File: config.mk
export PLATFORM = sky130hd
export DESIGN_NAME = paddle_slide
export DESIGN_NICKNAME = d
export VERILOG_FILES = /design/src/rtl/pong_pkg.sv /design/src/rtl/slide_tick.sv /design/src/rtl/paddle_slide.sv
export SDC_FILE = /design/constraint.sdc
export NUM_CORES = 1
export LEC_CHECK = 0
export ABC_AREA = 1
export ABC_CLOCK_PERIOD_IN_PS = 3200
export CAP_MARGIN = 40
export CORE_ASPECT_RATIO = 1.5
export CORE_MARGIN = 2
export CORE_UTILIZATION = 25
export DETAILED_ROUTE_END_ITERATION = 12
export DONT_BUFFER_PORTS = 1
export PLACE_DENSITY = 0.5
export SETUP_SLACK_MARGIN = 0.05
export SLEW_MARGIN = 5
export SYNTH_ARGS = -nofsm -noshare
export SYNTH_HDL_FRONTEND = slang
export SYNTH_HIERARCHICAL = 1
export SYNTH_SLANG_ARGS = --single-unit
File: constraint.sdc
create_clock -name fingclock -period 3.2 [get_ports fingclock]
set_input_delay 0.48 -clock fingclock [delete_from_list [all_inputs] [get_ports fingclock]]
set_output_delay 0.48 -clock fingclock [all_outputs]
set_load 0.01 [all_outputs]
File: src/rtl/pong_pkg.sv
// Shared pong definitions: default field geometry, paddle slide states and the
// helpers that derive the paddle's travel limit and serve position.
package pong_pkg;

  localparam int FIELD_H_DEF = 480;
  localparam int PAD_H_DEF   = 80;

  typedef enum logic [1:0] {
    IDLE     = 2'd0,
    SLIDE_UP = 2'd1,
    SLIDE_DN = 2'd2
  } slide_state_e;

  // Largest legal top-edge Y: the paddle's bottom edge touches the field floor.
  function automatic int max_y(input int field_h, input int pad_h);
    return field_h - pad_h;
  endfunction

  function automatic int centre_y(input int field_h, input int pad_h);
    return max_y(field_h, pad_h) / 2;
  endfunction

endpackage

File: src/rtl/slide_tick.sv
// Pixel-rate divider for the paddle slide: counts enabled clocks and flags the
// cycle on which the paddle should move one pixel.
module slide_tick #(
  parameter int SLIDE_DIV = 250000
) (
  input  logic fingclock,
  input  logic rst,
  input  logic i_en,
  input  logic i_clr,
  output logic o_tick
);

  localparam int DW = (SLIDE_DIV > 1) ? $clog2(SLIDE_DIV) : 1;
  localparam logic [DW-1:0] DIV_LAST = DW'(SLIDE_DIV - 1);

  logic [DW-1:0] r_div;
  logic [DW-1:0] w_div_nxt;

  assign o_tick = i_en && (r_div == DIV_LAST);

  // Clear wins over counting; the count wraps to zero on the tick cycle.
  always_comb begin
    w_div_nxt = r_div;
    if (i_clr) begin
      w_div_nxt = '0;
    end else if (o_tick) begin
      w_div_nxt = '0;
    end else if (i_en) begin
      w_div_nxt = r_div + DW'(1);
    end else begin
      w_div_nxt = r_div;
    end
  end

  always_ff @(posedge fingclock or posedge rst) begin
    if (rst) begin
      r_div <= '0;
    end else begin
      r_div <= w_div_nxt;
    end
  end

endmodule

File: src/rtl/paddle_slide.sv
// Turns one-cycle up/down move pulses into a paced multi-pixel slide of the
// paddle top edge. Define PADDLE_WRAP_EN to wrap at the field edges instead of clamping.
module paddle_slide
  import pong_pkg::*;
#(
  parameter int FIELD_H   = FIELD_H_DEF,
  parameter int PAD_H     = PAD_H_DEF,
  parameter int STEP      = 40,
  parameter int SLIDE_DIV = 250000,
  parameter int POS_W     = 10
) (
  input  logic             fingclock,
  input  logic             rst,
  input  logic             up_pulse,
  input  logic             down_pulse,
  input  logic             recenter,
  input  logic             freeze,
  output logic [POS_W-1:0] pad_y,
  output logic             moving
);

  localparam int MAXY   = max_y(FIELD_H, PAD_H);
  localparam int CENTRE = centre_y(FIELD_H, PAD_H);
  localparam int REM_W  = $clog2(2 * STEP + 1);

  localparam logic [POS_W-1:0] Y_MAX    = POS_W'(MAXY);
  localparam logic [POS_W-1:0] Y_CTR    = POS_W'(CENTRE);
  localparam logic [REM_W-1:0] REM_STEP = REM_W'(STEP);
  localparam logic [REM_W-1:0] REM_CAP  = REM_W'(2 * STEP);

  slide_state_e     r_state;
  logic [POS_W-1:0] r_y;
  logic [REM_W-1:0] r_rem;
  logic             r_moving;

  slide_state_e     w_nxt_state;
  slide_state_e     w_t_state;
  slide_state_e     w_dir;
  logic [POS_W-1:0] w_nxt_y;
  logic [REM_W-1:0] w_nxt_rem;
  logic [REM_W-1:0] w_t_rem;
  logic [REM_W:0]   w_sum;
  logic             w_tick;
  logic             w_en;
  logic             w_clr;

  assign w_en  = !freeze && (r_state != IDLE);
  assign pad_y = r_y;
  assign moving = r_moving;

  slide_tick #(
    .SLIDE_DIV (SLIDE_DIV)
  ) u_tick (
    .fingclock (fingclock),
    .rst       (rst),
    .i_en      (w_en),
    .i_clr     (w_clr),
    .o_tick    (w_tick)
  );

  // A pixel tick is resolved first (w_t_*), then any single pulse acts on that result.
  always_comb begin
    w_nxt_state = r_state;
    w_nxt_y     = r_y;
    w_nxt_rem   = r_rem;
    w_t_state   = r_state;
    w_t_rem     = r_rem;
    w_sum       = '0;
    w_dir       = IDLE;
    w_clr       = 1'b0;
    if (recenter) begin
      w_nxt_state = IDLE;
      w_nxt_y     = Y_CTR;
      w_nxt_rem   = '0;
      w_clr       = 1'b1;
    end else if (freeze) begin
      w_nxt_state = r_state;
    end else begin
      if (w_tick) begin
        case (r_state)
          SLIDE_UP: begin
            if (r_y == '0) begin
`ifdef PADDLE_WRAP_EN
              w_nxt_y = Y_MAX;
              w_t_rem = r_rem - REM_W'(1);
`else
              w_t_rem = '0;
`endif
            end else begin
              w_nxt_y = r_y - POS_W'(1);
              w_t_rem = r_rem - REM_W'(1);
            end
          end
          SLIDE_DN: begin
            if (r_y == Y_MAX) begin
`ifdef PADDLE_WRAP_EN
              w_nxt_y = '0;
              w_t_rem = r_rem - REM_W'(1);
`else
              w_t_rem = '0;
`endif
            end else begin
              w_nxt_y = r_y + POS_W'(1);
              w_t_rem = r_rem - REM_W'(1);
            end
          end
          default: begin
            w_t_rem = r_rem;
          end
        endcase
        if (w_t_rem == '0) begin
          w_t_state = IDLE;
        end else begin
          w_t_state = r_state;
        end
      end else begin
        w_t_state = r_state;
      end

      if (up_pulse ^ down_pulse) begin
        w_dir = up_pulse ? SLIDE_UP : SLIDE_DN;
        if (w_t_state == w_dir) begin
          // Extending a slide keeps the divider phase and caps the backlog.
          w_sum       = {1'b0, w_t_rem} + {1'b0, REM_STEP};
          w_nxt_rem   = (w_sum > {1'b0, REM_CAP}) ? REM_CAP : w_sum[REM_W-1:0];
          w_nxt_state = w_t_state;
        end else begin
          w_nxt_state = w_dir;
          w_nxt_rem   = REM_STEP;
          w_clr       = 1'b1;
        end
      end else begin
        w_nxt_state = w_t_state;
        w_nxt_rem   = w_t_rem;
      end
    end
  end

  always_ff @(posedge fingclock or posedge rst) begin
    if (rst) begin
      r_state  <= IDLE;
      r_y      <= Y_CTR;
      r_rem    <= '0;
      r_moving <= 1'b0;
    end else begin
      r_state  <= w_nxt_state;
      r_y      <= w_nxt_y;
      r_rem    <= w_nxt_rem;
      r_moving <= (w_nxt_state != IDLE);
    end
  end

endmodule

==> results.md, run 1 <==
- Count of cell types in the netlist: 34
- Initial DRC Count: 81
- CTS sink count: 38
- Clk slew on worst S/H paths: around 0.060 ns
- Clk_lat worst skew: 0.28 ns
- Cell Area, Synth: about 3000 um2
- Core Area: between 10000 and 15000 um2
- Tmin final: between 2 and 3 ns
- Drt wl/cell: around 13 um
- Initial antenna violation count: 0
- Worst R2R End: u_tick/r_div[16]$_DFFE_PP0P_
- Die span in y: 138 um
- Die area: 12800 um2
- Vias in the first global route: about 2800
- Commonest cells in the netlist: nand2_1 (110), inv_1 (59), nor2_1 (49)
- Final Power: roughly 1.2 mW
- GRT overflow: 0
- Max Root-Sink Buffers: 2
- Crit path max fanout: 5
- Layout cells sized above 1: 0.171
- Yosys top cell by area: dfrtp_1
- Placed inst area: 3210 um2
- Setup slack, reg-to-reg: around 0.27 ns
- Row cnt: 48
- Global placer's final weighted congestion: around 0.86
- Vias/cell: roughly 4.6
- Data arrival, critical path: between 3 and 4 ns
- R2R Path Start: r_state[0]$_DFF_PP0_
- Fill count: 1268
- Final hold violations: 0
- Area share of the largest cell type after synthesis: 0.294
- Pwr Density: 345 nW/um2
- Max Slew Vio Count: 0
- Final core occ: 0.297
- Nets@finish: 475
- Measured slew at the worst slew-check pin: around 0.77 ns
- Top_reg_cell synth: dfrtp_1
- Initial Util: 0.257
- Multiplexer share of the synthesized area: 0.00336
- Register area share after synthesis: 0.320
- Finish-stage setup viols: 0
- Crit path kind: reg -> reg
- Max Clk Rate: about 340 MHz
- Most common cell in the netlist: nand2_1
- CTS tree: built
- Post-synthesis cell count: 436
- Outcome: complete, no violations
- P&R area growth vs syn: 15.4%
- Worst setup SP type: flop
- Compound-Gate Fraction of Synth Area: 0.101
- Simple-Gate Fraction of Synth Area: 0.368
- Post-Synth Adder-Cell Area: 0.0655
- Gr usage total: 0.131
- Dpl hpwl: around 6000 um
- Detail Route Antenna Nets: 0
- Synthesis warning total: 6
- Ant diodes: 0
- Pin count of the biggest net entering global routing: 21
- Die width: approximately 93 um
- First-pass GRT wire length: roughly 13000 um
- Via count: between 2000 and 3000
- Hold Path Class: in -> async
- Final Skew: approximately 0.0053 ns
- Post-CTS Hold Buffers: 0
- Avg Cell Area, Syn: 6.84 um2
- Reg2Reg Depth: 21
- Synth top area cells: dfrtp_1 (29%), nand2_1 (14%), inv_1 (7.4%)
- IO Port Bufs: 0
- EDFF count, synth: 0
- Root Buffer: clkbuf_16
- H-tree depth: 2
- Largest family of logic cells by synthesized area: simple AND/OR/NAND/NOR gates
- Residual DRC: 0
- DRT Pass-1 Iters: 4
- Worst vdd ir: approximately 0.00021 V
- Max-Cap Viols: 0
- CP Data Required Time: around 3.4 ns
- Num CTS Buffers: 5
- Post-synthesis sequential element count: 38
- Final Instance Area: between 3000 and 4000 um2
- Async SR Flop Fraction: 1.00
- Worst setup EP type: flop
- Total wire length: around 8000 um
- Leakage: about 1.6 nW
- Syn nets: roughly 460
- I/O pins: 17
- Slew HR: 0.486
- Xor/xnor cell area share of the yosys netlist: 0.0529
- Tcrit/Tclk final: 0.915
[power breakdown]
group	total, mW	switching, mW	internal (mW)
clock	0.480	0.194	0.286
sequential	0.495	0.00727	0.488
combinational	0.213	0.138	0.0759
total	1.19	0.339	0.850
[worst max-delay path by stage]
stage	startpoint	endpoint	slack (ns)	cells after the start
2_1_floorplan	r_state[0]$_DFF_PP0_	u_tick/r_div[7]$_DFFE_PP0P_	0.25	20
3_3_place_gp	r_state[0]$_DFF_PP0_	u_tick/r_div[3]$_DFFE_PP0P_	0.1	20
3_5_place_dp	r_state[0]$_DFF_PP0_	u_tick/r_div[3]$_DFFE_PP0P_	-0.02	20
4_1_cts	r_state[0]$_DFF_PP0_	u_tick/r_div[2]$_DFFE_PP0P_	0.07	19
5_1_grt	r_state[0]$_DFF_PP0_	u_tick/r_div[16]$_DFFE_PP0P_	-0.03	21
6_report	r_state[0]$_DFF_PP0_	u_tick/r_div[16]$_DFFE_PP0P_	0.27	21
[sequential cells by signal, indices dropped and copies added (netlist names)]
name,cells
u_tick/r_div,18
pad_y,10
r_rem,7
r_state,2
moving,1
[what timing repair did]
| action | in CTS | in global routing |
|---|---|---|
| gates resized for setup | 2 | 13 |
| buffers inserted | 0 | 5 |
| setup endpoints to repair | 6 | 22 |
| gates cloned | 0 | 1 |
| pin swaps | 0 | 6 |
[area by class of cell]
cell class	count	area [um2]	area share
clock inverter	2	10.0	0.00291
inverter	65	244	0.0709
multi-input combinational	331	1820	0.529
timing repair buffer	13	97.6	0.0284
clock buffer	6	129	0.0374
tap	150	188	0.0545
sequential	38	955	0.277
[routing by layer]
metal,GRT usage,part of all wire,up-vias
met5,0,0,-
met4,0.0629,0.038,0
met3,0.0290,0.043,20
met2,0.253,0.54,54
met1,0.130,0.38,1312
li1,-,-,1417
[worst max-delay path: stages (launching register included)]
cell	delay, ns
dfrtp_1	0.34
inv_1	0.07
ha_1	0.21
nor2_2	0.19
nand3_2	0.12
inv_1	0.07
nand3_1	0.08
nor2_2	0.15
inv_2	0.09
a21oi_2	0.10
nand2_1	0.08
a21oi_1	0.13
nand4_1	0.21
nand3_2	0.15
nand2_2	0.10
o21bai_4	0.19
buf_4	0.14
nor2_1	0.06
nand2_2	0.11
inv_2	0.07
nand3_1	0.08
nand2_1	0.06
[kinds of logic (layout without fill, tap and decap cells)]
family          count (synthesis)  after routing
compound gates                 54             54
mux                             1              1
xor+xnor                       18             18
flops                          38             38
fa+ha+maj                      15             15
simple gates                  242            243
buf+inv                        68             86
[cells in the final DEF, fill, tap and decap left out, types with 3 or more instances in the layout]
cell	Yosys	layout
o21ai_0	21	21
nand2_1	110	109
nor2_1	49	47
o31ai_1	3	3
nand3_1	42	39
xor2_1	12	12
nand3_2	4	7
inv_2	4	6
inv_1	59	57
nor2_2	11	13
a21oi_1	21	19
clkbuf_16	0	5
nand2_2	14	15
buf_4	0	13
dfstp_2	3	3
dfrtp_1	35	35
xnor2_1	6	6
nor2_4	2	3
ha_1	14	13
[stage by stage]
step / hold WS [ns] / setup WS, ns / setup TNS, ns / instances
global placement: 0.517 / 0.0960 / 0 / 591
CTS: 0.239 / 0.0709 / 0 / 599
detailed placement: 0.499 / -0.0238 / -0.0480 / 591
floorplan: 0.419 / 0.246 / 0 / 436
global route: 0.267 / -0.0291 / -0.0633 / 605
finish: 0.206 / 0.273 / 0 / 605
(Power assumes the default switching activity.)
==> run 2: changes to the inputs <==
--- a/config.mk
+++ b/config.mk
@@ -8,12 +8,14 @@
 export ABC_AREA = 1
 export ABC_CLOCK_PERIOD_IN_PS = 3200
 export CAP_MARGIN = 40
+export CELL_PAD_IN_SITES_DETAIL_PLACEMENT = 0
+export CELL_PAD_IN_SITES_GLOBAL_PLACEMENT = 1
 export CORE_ASPECT_RATIO = 1.5
 export CORE_MARGIN = 2
 export CORE_UTILIZATION = 25
 export DETAILED_ROUTE_END_ITERATION = 12
 export DONT_BUFFER_PORTS = 1
-export PLACE_DENSITY = 0.5
+export PLACE_DENSITY = 0.47
 export SETUP_SLACK_MARGIN = 0.05
 export SLEW_MARGIN = 5
 export SYNTH_ARGS = -nofsm -noshare
==> results.md, run 2 (synthesized netlist as in run 1, its figures left out) <==
- Largest stage delay on the critical path: 0.34 ns (about the same)
- Max Clk Rate: 346 MHz (+1.2%)
- Worst setup EP type: flop
- Detail Route Antenna Nets: 0 (unchanged)
- Most Frequent Cell on Critical Path: inv_1
- Root Buffer: clkbuf_16
- Vias in the first global route: 2711 (-4.7%)
- Hold Path Class: in -> async
- Worst setup SP type: flop
- R2R Path Start: r_state[0]$_DFF_PP0_
- Data arrival, critical path: 3.06 ns (-0.04 ns)
- Pin count of the biggest net entering global routing: 15 (-29%)
- Tcrit/Tclk final: 0.904 (-0.0108)
- P&R area growth vs syn: 17.6%
- Largest reg by FF count: u_tick/r_div
- Dpl hpwl: 6970 um (+13%)
- Die width: 93.2 um (unchanged)
- DRT Pass-1 Iters: 4 (unchanged)
- Global placer's final weighted congestion: 0.766 (-11%)
- Die area: 12800 um2 (unchanged)
- Tmin final: 2.89 ns (-0.0346 ns)
- Setup slack, reg-to-reg: 0.31 ns (+0.03 ns)
- RSZ-0062 raised after global routing: no
- Fill count: 1260 (-0.63%)
- Setup TNS: 0 ns (unchanged)
- Clk_lat worst skew: 0.29 ns (about the same)
- Layout cells sized above 1: 0.163 (-0.00843)
- Outcome: complete, no violations
- Measured slew at the worst slew-check pin: 0.652 ns (-0.118 ns)
- Gr usage total: 0.142 (+0.0109)
- Ant diodes: 0 (unchanged)
- First-pass GRT wire length: 13900 um (+5.2%)
- Hold_ws: 0.0666 ns (-0.140 ns)
- CP Data Required Time: 3.37 ns (about the same)
- CTS sink count: 38 (unchanged)
- Core Area: 11600 um2 (unchanged)
- Row cnt: 48 (unchanged)
- CTS tree: built
- Initial Util: 0.257 (unchanged)
- Drt wl/cell: 14.1 um (+8.9%)
- Die span in y: 138 um (unchanged)
- Initial DRC Count: 74 (-8.6%)
- CP delay by family, top: simple AND/OR/NAND/NOR gates
- H-tree depth: 2 (unchanged)
- Crit path max fanout: 10 (+5)
- Slowest-stage cell, CP: dfrtp_1
- Crit path buf inv count: 3 (-2)
- Final Skew: 0.00608 ns (+0.000760 ns)
- Most frequent cells in the layout: nand2_1 (109), inv_1 (58), nor2_1 (47), nand3_1 (40), dfrtp_1 (35)
- Vias/cell: 4.53 (-2.3%)
- Pwr Density: 391 nW/um2 (+13%)
- GRT overflow: 0 (unchanged)
- Total wire length: 8510 um (+8.7%)
- Max-Cap Viols: 0 (unchanged)
- Crit path kind: reg -> reg
- Final core occ: 0.302 (+0.00550)
- Residual DRC: 0 (unchanged)
- Worst R2R End: u_tick/r_div[7]$_DFFE_PP0P_
- Max FFs per register: 18 (unchanged)
- Clk slew on worst S/H paths: 0.06 ns (about the same)
- Worst path cell trace: inv_1 > ha_1 > nor2_2 > nand3_1 > inv_1 > nand3_1 > nor2_2 > inv_1 > a21oi_1 > nand2_1 > a21oi_1 > nand4_1 > nand3_2 > nand2_2 > o21bai_4 > nor2_4 > nor3_2 > xor2_1 > nor2_1
- Max Slew Vio Count: 0 (unchanged)
- Nets@finish: 474 (-0.21%)
- IO Port Bufs: 0 (unchanged)
- Reg2Reg Depth: 19 (-9.5%)
- Num CTS Buffers: 5 (unchanged)
- Worst vdd ir: 0.000157 V (-26%)
- Max Root-Sink Buffers: 2 (unchanged)
- Final Power: 1.37 mW (+15%)
- Slew HR: 0.564 (+0.0775)
- Leakage: 1.67 nW (+2.1%)
- Via count: 2735 (-2.4%)
- Most common library cell in the layout ignoring fill and taps: nand2_1
- I/O pins: 17 (unchanged)
- Levels on crit path: 19 (-9.5%)
- Final hold violations: 0 (unchanged)
- Finish-stage setup viols: 0 (unchanged)
- Initial antenna violation count: 0 (unchanged)
[run 2: worst reg2reg max path: stages, from the launching register on]
cell and delay [ns]:
dfrtp_1 0.34, inv_1 0.06, ha_1 0.21, nor2_2 0.10, nand3_1 0.12, inv_1 0.07
nand3_1 0.08, nor2_2 0.16, inv_1 0.11, a21oi_1 0.13, nand2_1 0.08, a21oi_1 0.13
nand4_1 0.21, nand3_2 0.16, nand2_2 0.11, o21bai_4 0.20, nor2_4 0.10, nor3_2 0.19
xor2_1 0.16, nor2_1 0.05
[run 2: power breakdown]
group	leakage, nW	total (mW)	switching, mW	internal, mW
logic	1.06	0.212	0.138	0.0743
clock network	0.0940	0.663	0.214	0.448
registers	0.516	0.495	0.00757	0.488
total	1.67	1.37	0.360	1.01
[run 2: worst max-delay path by stage]
stage                    startpoint                          end  slack (ns)
2_1_floorplan  r_state[0]$_DFF_PP0_  u_tick/r_div[7]$_DFFE_PP0P_        0.25
3_3_place_gp   r_state[0]$_DFF_PP0_  u_tick/r_div[2]$_DFFE_PP0P_        0.20
3_5_place_dp   r_state[0]$_DFF_PP0_  u_tick/r_div[3]$_DFFE_PP0P_        0.04
4_1_cts        r_state[0]$_DFF_PP0_  u_tick/r_div[3]$_DFFE_PP0P_        0.14
5_1_grt        r_state[0]$_DFF_PP0_  u_tick/r_div[7]$_DFFE_PP0P_        0.04
6_report       r_state[0]$_DFF_PP0_  u_tick/r_div[7]$_DFFE_PP0P_        0.31
[run 2: timing repair]
item | 4_1_cts | 5_1_grt
hold buffers | 0 | 0
setup endpoints to repair | 2 | 16
hold endpoints to repair | 0 | 0
setup buffers | 0 | 1
resized for setup | 1 | 10
pin swaps | 0 | 2
[run 2: final cells by class]
type / count / area [um2] / share of cell area
Multi-Input combinational cell: 330 / 1800 / 0.514
Sequential cell: 38 / 955 / 0.272
Inverter: 65 / 244 / 0.0696
Tap cell: 150 / 188 / 0.0535
Clock buffer: 5 / 125 / 0.0357
Timing Repair Buffer: 13 / 125 / 0.0357
Clock inverter: 3 / 68.8 / 0.0196
[run 2: metrics by stage]
| stage | cell area [um2] | setup WS (ns) | std cells |
|---|---|---|---|
| 2_1_floorplan | 2980 | 0.246 | 436 |
| 3_3_place_gp | 3220 | 0.204 | 593 |
| 3_5_place_dp | 3260 | 0.0442 | 595 |
| 4_1_cts | 3460 | 0.136 | 603 |
| 5_1_grt | 3510 | 0.0395 | 604 |
| 6_report | 3510 | 0.307 | 604 |
[run 2: routing by layer]
metal  routed length (um)  GRT usage  vias to the layer above
met5                    0          0                        -
met4                  101     0.0392                        0
met3                  199     0.0274                        7
met2                 4810      0.282                       32
met1                 3400      0.148                     1271
li1                     -          -                     1425
